==> config.mk <==
export PLATFORM = sky130hd
export DESIGN_NAME = calc1_req_scheduler
export DESIGN_NICKNAME = d
export VERILOG_FILES = /design/src/rtl/calc1_req_scheduler.sv
export SDC_FILE = /design/constraint.sdc
export NUM_CORES = 1
export LEC_CHECK = 0
export ABC_AREA = 0
export ABC_CLOCK_PERIOD_IN_PS = 2730
export BUFFER_PORTS_ARGS = -buffer_cell sky130_fd_sc_hd__buf_2
export CORE_AREA = 2 2 150 152
export DETAILED_ROUTE_END_ITERATION = 12
export DIE_AREA = 0 0 152 154
export PLACE_DENSITY = 0.66
export SYNTH_ARGS = -nofsm -noshare
export SYNTH_HDL_FRONTEND = slang
export SYNTH_SLANG_ARGS = --single-unit
==> constraint.sdc <==
create_clock -name c_clk -period 2.73 [get_ports c_clk]
set_clock_uncertainty 0.05 [all_clocks]
set_input_delay 0.546 -clock c_clk [delete_from_list [all_inputs] [get_ports c_clk]]
set_output_delay 0.546 -clock c_clk [all_outputs]
set_load 0.03 [all_outputs]
==> src/rtl/calc1_req_scheduler.sv <==
// ---------------------------------------------------------------------------
// calc1_req_scheduler
//
// Shares a single calc1 request port between four requesters. Requesters are
// granted round-robin. The block then drives calc1's two-cycle request
// (cmd+op1, then cmd=0+op2), waits for the answer, and returns it to the
// requester that was granted. A watchdog turns a missing answer into a
// timeout response (code 3).
//
// Handshake semantics: a request on lane i is taken on the rising edge of
// c_clk where req_valid[i] && req_ready[i]. req_ready is combinational, is
// only ever high in IDLE, and is one-hot (or zero). Responses are a one-cycle
// rsp_valid[i] pulse with no backpressure; rsp_resp/rsp_data are meaningful
// only in that cycle and read as 0 otherwise.
//
// Ports
//   c_clk          clock, all logic on the rising edge
//   reset          synchronous, active-high reset
//   req_valid[4]   per-requester request valid
//   req_cmd[16]    4-bit command per requester, lane i at [4i +: 4]
//   req_op1[128]   32-bit first operand per requester, lane i at [32i +: 32]
//   req_op2[128]   32-bit second operand per requester, lane i at [32i +: 32]
//   req_ready[4]   one-cycle grant pulse to the winning requester
//   rsp_valid[4]   one-cycle response pulse to the granted requester
//   rsp_resp[2]    response code (1 ok, 2 error, 3 timeout), shared
//   rsp_data[32]   response data, shared
//   calc_cmd_out   command to calc1
//   calc_data_out  data to calc1
//   calc_resp_in   response code from calc1
//   calc_data_in   response data from calc1
// ---------------------------------------------------------------------------
module calc1_req_scheduler #(
    parameter int NREQ    = 4,
    parameter int TIMEOUT = 16
) (
    input  logic         c_clk,
    input  logic         reset,
    input  logic [3:0]   req_valid,
    input  logic [15:0]  req_cmd,
    input  logic [127:0] req_op1,
    input  logic [127:0] req_op2,
    output logic [3:0]   req_ready,
    output logic [3:0]   rsp_valid,
    output logic [1:0]   rsp_resp,
    output logic [31:0]  rsp_data,
    output logic [3:0]   calc_cmd_out,
    output logic [31:0]  calc_data_out,
    input  logic [1:0]   calc_resp_in,
    input  logic [31:0]  calc_data_in
);

    localparam int CNT_W = $clog2(TIMEOUT);

    typedef enum logic [2:0] {
        ST_IDLE,
        ST_CMD,
        ST_DATA,
        ST_WAIT,
        ST_RESP
    } state_t;

    state_t             state;
    logic [1:0]         rr_ptr;     // highest-priority requester for the next grant
    logic [1:0]         gnt_q;      // requester owning the transaction in flight
    logic [31:0]        op2_q;      // second operand, sent one cycle after op1
    logic [CNT_W-1:0]   wd_cnt;     // WAIT cycles spent without a response

    logic               gnt_found;
    logic [1:0]         gnt_idx;
    logic [1:0]         scan_idx;

    // Round-robin search: first valid lane starting at rr_ptr, wrapping mod 4.
    always_comb begin
        gnt_found = 1'b0;
        gnt_idx   = 2'd0;
        scan_idx  = 2'd0;
        for (int i = 0; i < NREQ; i++) begin
            scan_idx = rr_ptr + 2'(i);
            if (!gnt_found && req_valid[scan_idx]) begin
                gnt_found = 1'b1;
                gnt_idx   = scan_idx;
            end
        end
    end

    // Gated by reset so every output reads 0 while reset is held.
    always_comb begin
        req_ready = 4'd0;
        if (state == ST_IDLE && gnt_found && !reset) begin
            req_ready = 4'd1 << gnt_idx;
        end
    end

    always_ff @(posedge c_clk) begin
        if (reset) begin
            state         <= ST_IDLE;
            rr_ptr        <= 2'd0;
            gnt_q         <= 2'd0;
            op2_q         <= 32'd0;
            wd_cnt        <= '0;
            rsp_valid     <= 4'd0;
            rsp_resp      <= 2'd0;
            rsp_data      <= 32'd0;
            calc_cmd_out  <= 4'd0;
            calc_data_out <= 32'd0;
        end else begin
            case (state)
                ST_IDLE: begin
                    if (gnt_found) begin
                        gnt_q         <= gnt_idx;
                        calc_cmd_out  <= req_cmd[{gnt_idx, 2'b00} +: 4];
                        calc_data_out <= req_op1[{gnt_idx, 5'b00000} +: 32];
                        op2_q         <= req_op2[{gnt_idx, 5'b00000} +: 32];
                        state         <= ST_CMD;
                    end
                end
                ST_CMD: begin
                    calc_cmd_out  <= 4'd0;
                    calc_data_out <= op2_q;
                    state         <= ST_DATA;
                end
                ST_DATA: begin
                    calc_data_out <= 32'd0;
                    wd_cnt        <= '0;
                    state         <= ST_WAIT;
                end
                ST_WAIT: begin
                    // A response in the final watchdog cycle still wins.
                    if (calc_resp_in != 2'd0) begin
                        rsp_valid <= 4'd1 << gnt_q;
                        rsp_resp  <= calc_resp_in;
                        rsp_data  <= calc_data_in;
                        state     <= ST_RESP;
                    end else if (wd_cnt == CNT_W'(TIMEOUT - 1)) begin
                        rsp_valid <= 4'd1 << gnt_q;
                        rsp_resp  <= 2'd3;
                        rsp_data  <= 32'd0;
                        state     <= ST_RESP;
                    end else begin
                        wd_cnt <= wd_cnt + 1'b1;
                    end
                end
                ST_RESP: begin
                    rsp_valid <= 4'd0;
                    rsp_resp  <= 2'd0;
                    rsp_data  <= 32'd0;
                    rr_ptr    <= gnt_q + 2'd1;
                    state     <= ST_IDLE;
                end
                default: begin
                    state <= ST_IDLE;
                end
            endcase
        end
    end

endmodule

# Word-level counts from Yosys, hierarchy flattened
# Cells that the tools add are included.
dict set report word_totals {
  out_inout_bits 78
  ff_bits 117
  in_bits 312
}
dict set report classes {
  reduce_logical 21
  add_sub_neg 5
  n_eq_ne 9
  n_mux 37
  magnitude_cmp 4
  shift 5
}
# op n
set ops {}
lappend ops {{$shiftx 128x8->32} 2}
lappend ops {{$mux 32} 3}
lappend ops {{$pmux 32 s3} 1}
lappend ops {{$pmux 32 s2} 1}
lappend ops {{$mux 4} 6}
lappend ops {{$pmux 4 s2} 3}
lappend ops {{$shiftx 16x5->4} 1}
lappend ops {{$lt 2x3->1 const B} 4}
lappend ops {{$mux 2} 6}
lappend ops {{$pmux 3 s4} 1}
lappend ops {{$reduce_and 2->1} 5}
lappend ops {{$mux 3} 3}
lappend ops {{$bmux 1 s2} 4}
lappend ops {{$mux 1} 8}
lappend ops {{$reduce_bool 2->1} 4}
lappend ops {{$shl 1x2->4 const A} 2}
lappend ops {{$eq 3x2->1 const B} 2}
lappend ops {{$ne 2x2->1 const B} 3}
lappend ops {{$logic_and 1x1->1} 5}
lappend ops {{$add 2x1->2 const B} 2}
lappend ops {{$add 2x2->2 const B} 2}
lappend ops {{$add 4x1->4 const B} 1}
lappend ops {{$eq 4x4->1 const B} 1}
lappend ops {{$logic_not 1->1} 4}
lappend ops {{other kinds (7)} 7}

# Longest topological paths before layout
dict set report depth {
  ltp_word 15
  ltp_mapped 8
  depth_no_buf 6
}

# Least setup slack after synthesis
# No wires, ideal clock.
dict set report synth_path {
  kind {input to output}
  from {in req_valid[0]}
  to {out req_ready[1]}
  path_slack_ns 0.218
  arrival_ns 1.916
  cell_stages 6
  cell_sequence {buf_2 -> o21ai_0 -> o211a_1 -> buf_2 -> clkbuf_1 -> nor2b_1}
}
dict set report synth_between {
  elab_chain_cells 15
}
# item line
set synth_lines {}
lappend synth_lines {{start: declaration} 38} ;# input logic [3:0] req_valid,
lappend synth_lines {{$bmux 1 s2} 79} ;# if (!gnt_found && req_valid[scan_idx]) begin
lappend synth_lines {{$mux 1 (implied by the code)} 79}
lappend synth_lines {{$mux 1} 79}
lappend synth_lines {{$logic_not 1->1} 79}
lappend synth_lines {{$logic_and 1x1->1} 79}
lappend synth_lines {{$mux 1} 79}
lappend synth_lines {{$logic_not 1->1} 79}
lappend synth_lines {{$logic_and 1x1->1} 79}
lappend synth_lines {{$mux 1} 79}
lappend synth_lines {{$logic_not 1->1} 79}
lappend synth_lines {{$logic_and 1x1->1} 79}
lappend synth_lines {{$mux 1} 79}
lappend synth_lines {{$logic_and 1x1->1 (2 in series)} 89} ;# if (state == ST_IDLE && gnt_found && !reset) begin
lappend synth_lines {{$mux 4 (*)} 89}
lappend synth_lines {{end: declaration} 42} ;# output logic [3:0] req_ready,
# Every way passes the cells marked *; elsewhere a longest branch is shown, timed or not. The select of a mux whose other input is x is not followed.

# Worst setup path after layout
dict set report layout_path {
  from {reg state[1]}
  to {out req_ready[1]}
}
dict set report layout_between {
  elab_chain_cells 4
}
# item line
set layout_lines {}
lappend layout_lines {{start: declaration} 62} ;# state_t state;
lappend layout_lines {{start signal: assignment} 96} ;# state <= ST_IDLE;
lappend layout_lines {{start signal: assignment} 114} ;# state <= ST_CMD;
lappend layout_lines {{start signal: assignment} 120} ;# state <= ST_DATA;
lappend layout_lines {{$logic_not 3->1} 89}
lappend layout_lines {{$logic_and 1x1->1 (2 in series)} 89}
lappend layout_lines {{$mux 4} 89}
# No other way between the ends.

==> flow_summary.toml <==
[setup_path]
rrSetupSlack_ns = 0.49
worstSetupPathType = "flop to output port"
crit_path_end_kind = "output port"
critPathArrivalTime_ns = 2.01
cp.required_ns = 2.13
rr_startpoint = "wd_cnt[0]$_SDFFE_PP0P_"
worst-r2r-cell-count = 7
startpoint_type = "flop"
crit_fanout = 9
reg2reg_to = "rsp_data[7]$_SDFFE_PP0P_"

[finish]
multiInputGateArea_sq_um = 3747
filler_cell_count = 2208
drive_above_1_share_pct = 40.19
sequential_cell_area_sq_um = 2345
fin_nets = 1477
area.growth.synth_to_final_pct = 42.79

[route]
post_drt_wl_per_cell_um = 19.31
num_vias = 7766
first_iter_violations = 873
ant_nets = 0
routed_wirelength_um = 28120
route.detailed.drc = 0
viasPerCell = 5.334
dr.pass1.iters = 7

[flow_run]
max_cap_violations = 0

[global_routing]
grt_pass1_vias = 7556
antenna_found_initial = 6
grt_first_pass_wirelength_um = 42950
grt_overflow = 0
grt_usage_pct = 23.29
grt_max_degree = 112

[clocking]
cts_resized = 5
clock_latency_ns = 0.42
holdBufCountCts = 0
cts-htree-levels = 4
cts_inserted_buffers = 17
clock-sinks = 117
clkSlewWorstSetupHoldPaths_ns = 0.06
cts_max_path_buffers = 2
cts_tree = "yes"
cts_root_buf = "clkbuf_16"
postCtsSetupRepairBufs = 0

[pwr]
vdd_drop_max_mv = 0.3545
seq_power_share_pct = 34.4
clockPowerShare_pct = 38.6
power-per-cell-area_nw_per_um2 = 618.1
p_switching_mw = 1.897
p_leak_nw = 4.280
swShare_pct = 32.61
p_comb_share_pct = 27.0
cellInternalPower_mw = 3.920

[logic_synthesis]
synth_flop_cell = "dfxtp_1"
async_reset_ff_share_pct = 0
yosys_warnings = 0
synthTopCellsByCount = "dfxtp_1 (117), a21oi_1 (105), nor2_1 (82), o21bai_1 (58), inv_1 (47)"
yosysTopAreaCell = "dfxtp_1"
synth_seq_cells = 117
synth_most_common_cell = "dfxtp_1"
synthDistinctLibCells = 47
synth.area.top_cells = "dfxtp_1 (36%), a21oi_1 (8.0%), o21bai_1 (6.6%)"
synth_edf_count = 0
syn_nets = 1122
syn_area_per_cell_sq_um = 8.186
seq_area_frac_synth_pct = 35.54
synth_cells = 805
netlist_area_sq_um = 6590
yosys.area.top_type_share_pct = 35.54

[sta]
hold_viol = 0
hold_ws_ns = 0.3225
min_period_ns = 2.606
fmaxAchievable_mhz = 383.8
setup_violations = 0
fin_tns_setup_ns = 0
rsz0062_at_grt = "no"
worstMarginPinSlew_ns = 1.067
slew_headroom_pct = 28.86
timing.final.crit_share_pct = 95.44
drv_slew = 0

[worst_hold_path]
worst_hold_startpoint = "req_cmd[3]"
worstHoldPathCells = 3
holdCritPathClass = "primary input to flop"
hold_end = "calc_cmd_out[3]$_SDFFE_PP0P_"

[floorplan]
core-area_sq_um = 21690
dieWidth_um = 152
dieHeight_um = 154
row_count = 54
start_util_pct = 30.39
fp.dieArea_sq_um = 23410
io-pin-count = 390

[place]
portBuffers = 389
place_congestion = 0.8107
dpl.hpwl_um = 20750

[run_status]
status = "finished clean"
cells in the final DEF (no fill, tap or decap), drive strengths merged, types with 4 or more instances in the layout:
cell / Yosys / layout
buf: 36 / 415
dfxtp: 117 / 117
a21oi: 115 / 115
nor2: 83 / 83
o21bai: 58 / 58
inv: 47 / 47
o21ai: 41 / 41
a22oi: 39 / 39
a222oi: 36 / 36
mux2i: 34 / 34
o22ai: 26 / 26
or2: 26 / 26
a221oi: 25 / 25
clkbuf: 43 / 24
nand2: 16 / 16
a221o: 8 / 8
o2bb2ai: 7 / 7
nor2b: 5 / 5
ha: 5 / 5
diode: 0 / 4
nor3: 4 / 4
or3: 4 / 4
per-stage QoR:
stage / power, mW / worst slack (ns) / cell area (sq um) / util (%) / cells
floorplan: 2.971 / 0.2176 / 6590 / - / 805
global placement: 3.569 / 0.2599 / 8797 / 40.56 / 1421
detailed placement: 3.591 / 0.2457 / 8797 / 40.56 / 1421
CTS: 5.835 / 0.007780 / 9387 / 43.28 / 1452
global route: 6.106 / 0.05298 / 9410 / 43.39 / 1456
finish: 5.816 / 0.1245 / 9410 / 43.39 / 1456
sequential cells by signal, indices dropped and copies added, names as in the netlist:
signal,count
rsp_valid,4
gnt_q,2
wd_cnt,4
calc_cmd_out,4
rr_ptr,2
calc_data_out,32
rsp_resp,2
rsp_data,32
state,3
op2_q,32
worst max-delay path by stage:
stage | cells past startpoint | end | start
after floorplan | 6 | req_ready[1] | req_valid[0]
after global placement | 6 | req_ready[0] | req_valid[1]
after detailed placement | 6 | req_ready[0] | req_valid[2]
after CTS | 4 | req_ready[0] | state[0]$_SDFFE_PP0P_
after global routing | 4 | req_ready[0] | state[1]$_SDFFE_PP0P_
final | 4 | req_ready[1] | state[1]$_SDFFE_PP0P_
final cells by class:
class | instances | area share, %
diodes | 4 | 0.1064
clock buffers | 24 | 5.119
clock inverters | 7 | 1.037
inverters | 47 | 1.875
multi-input cells | 562 | 39.82
flip-flops and latches | 117 | 24.92
well taps | 280 | 3.723
repair buffers | 415 | 23.40
power by group through the flow:
stage                     sequential [mW]  combinational [mW]  clock, mW
after floorplan                      2.19               0.781          0
after global placement               2.03                1.54          0
after detailed placement             2.03                1.56          0
after CTS                            2.00                1.57       2.27
after global routing                 2.02                1.73       2.36
final                                2.00                1.57       2.25
critical path: stages, from the launching register on:
cell     delay, ns
dfxtp_1       0.37
or3_4         0.43
or3_4         0.40
nor2b_1       0.13
buf_2         0.26
logic make-up after synthesis:
| group | after synthesis | share of synthesized area, % |
|---|---|---|
| AO/OA/AOI/OAI | 373 | 39.21 |
| adder cells (fa/ha/maj) | 5 | 0.9493 |
| buffers and inverters | 126 | 8.202 |
| flip-flops | 117 | 35.54 |
| multiplexers | 34 | 5.164 |
| AND/OR/NAND/NOR | 150 | 10.94 |
routing by layer:
metal  GRT usage, %  vias to the layer above  routed length (um)
met4          7.254                        6                 589
met1          30.83                     3638               12510
met3          4.904                       45                1856
met2          38.07                      346               13120
met5              0                        -                  42
li1               -                     3731                   -
(Power assumes the default switching activity.)
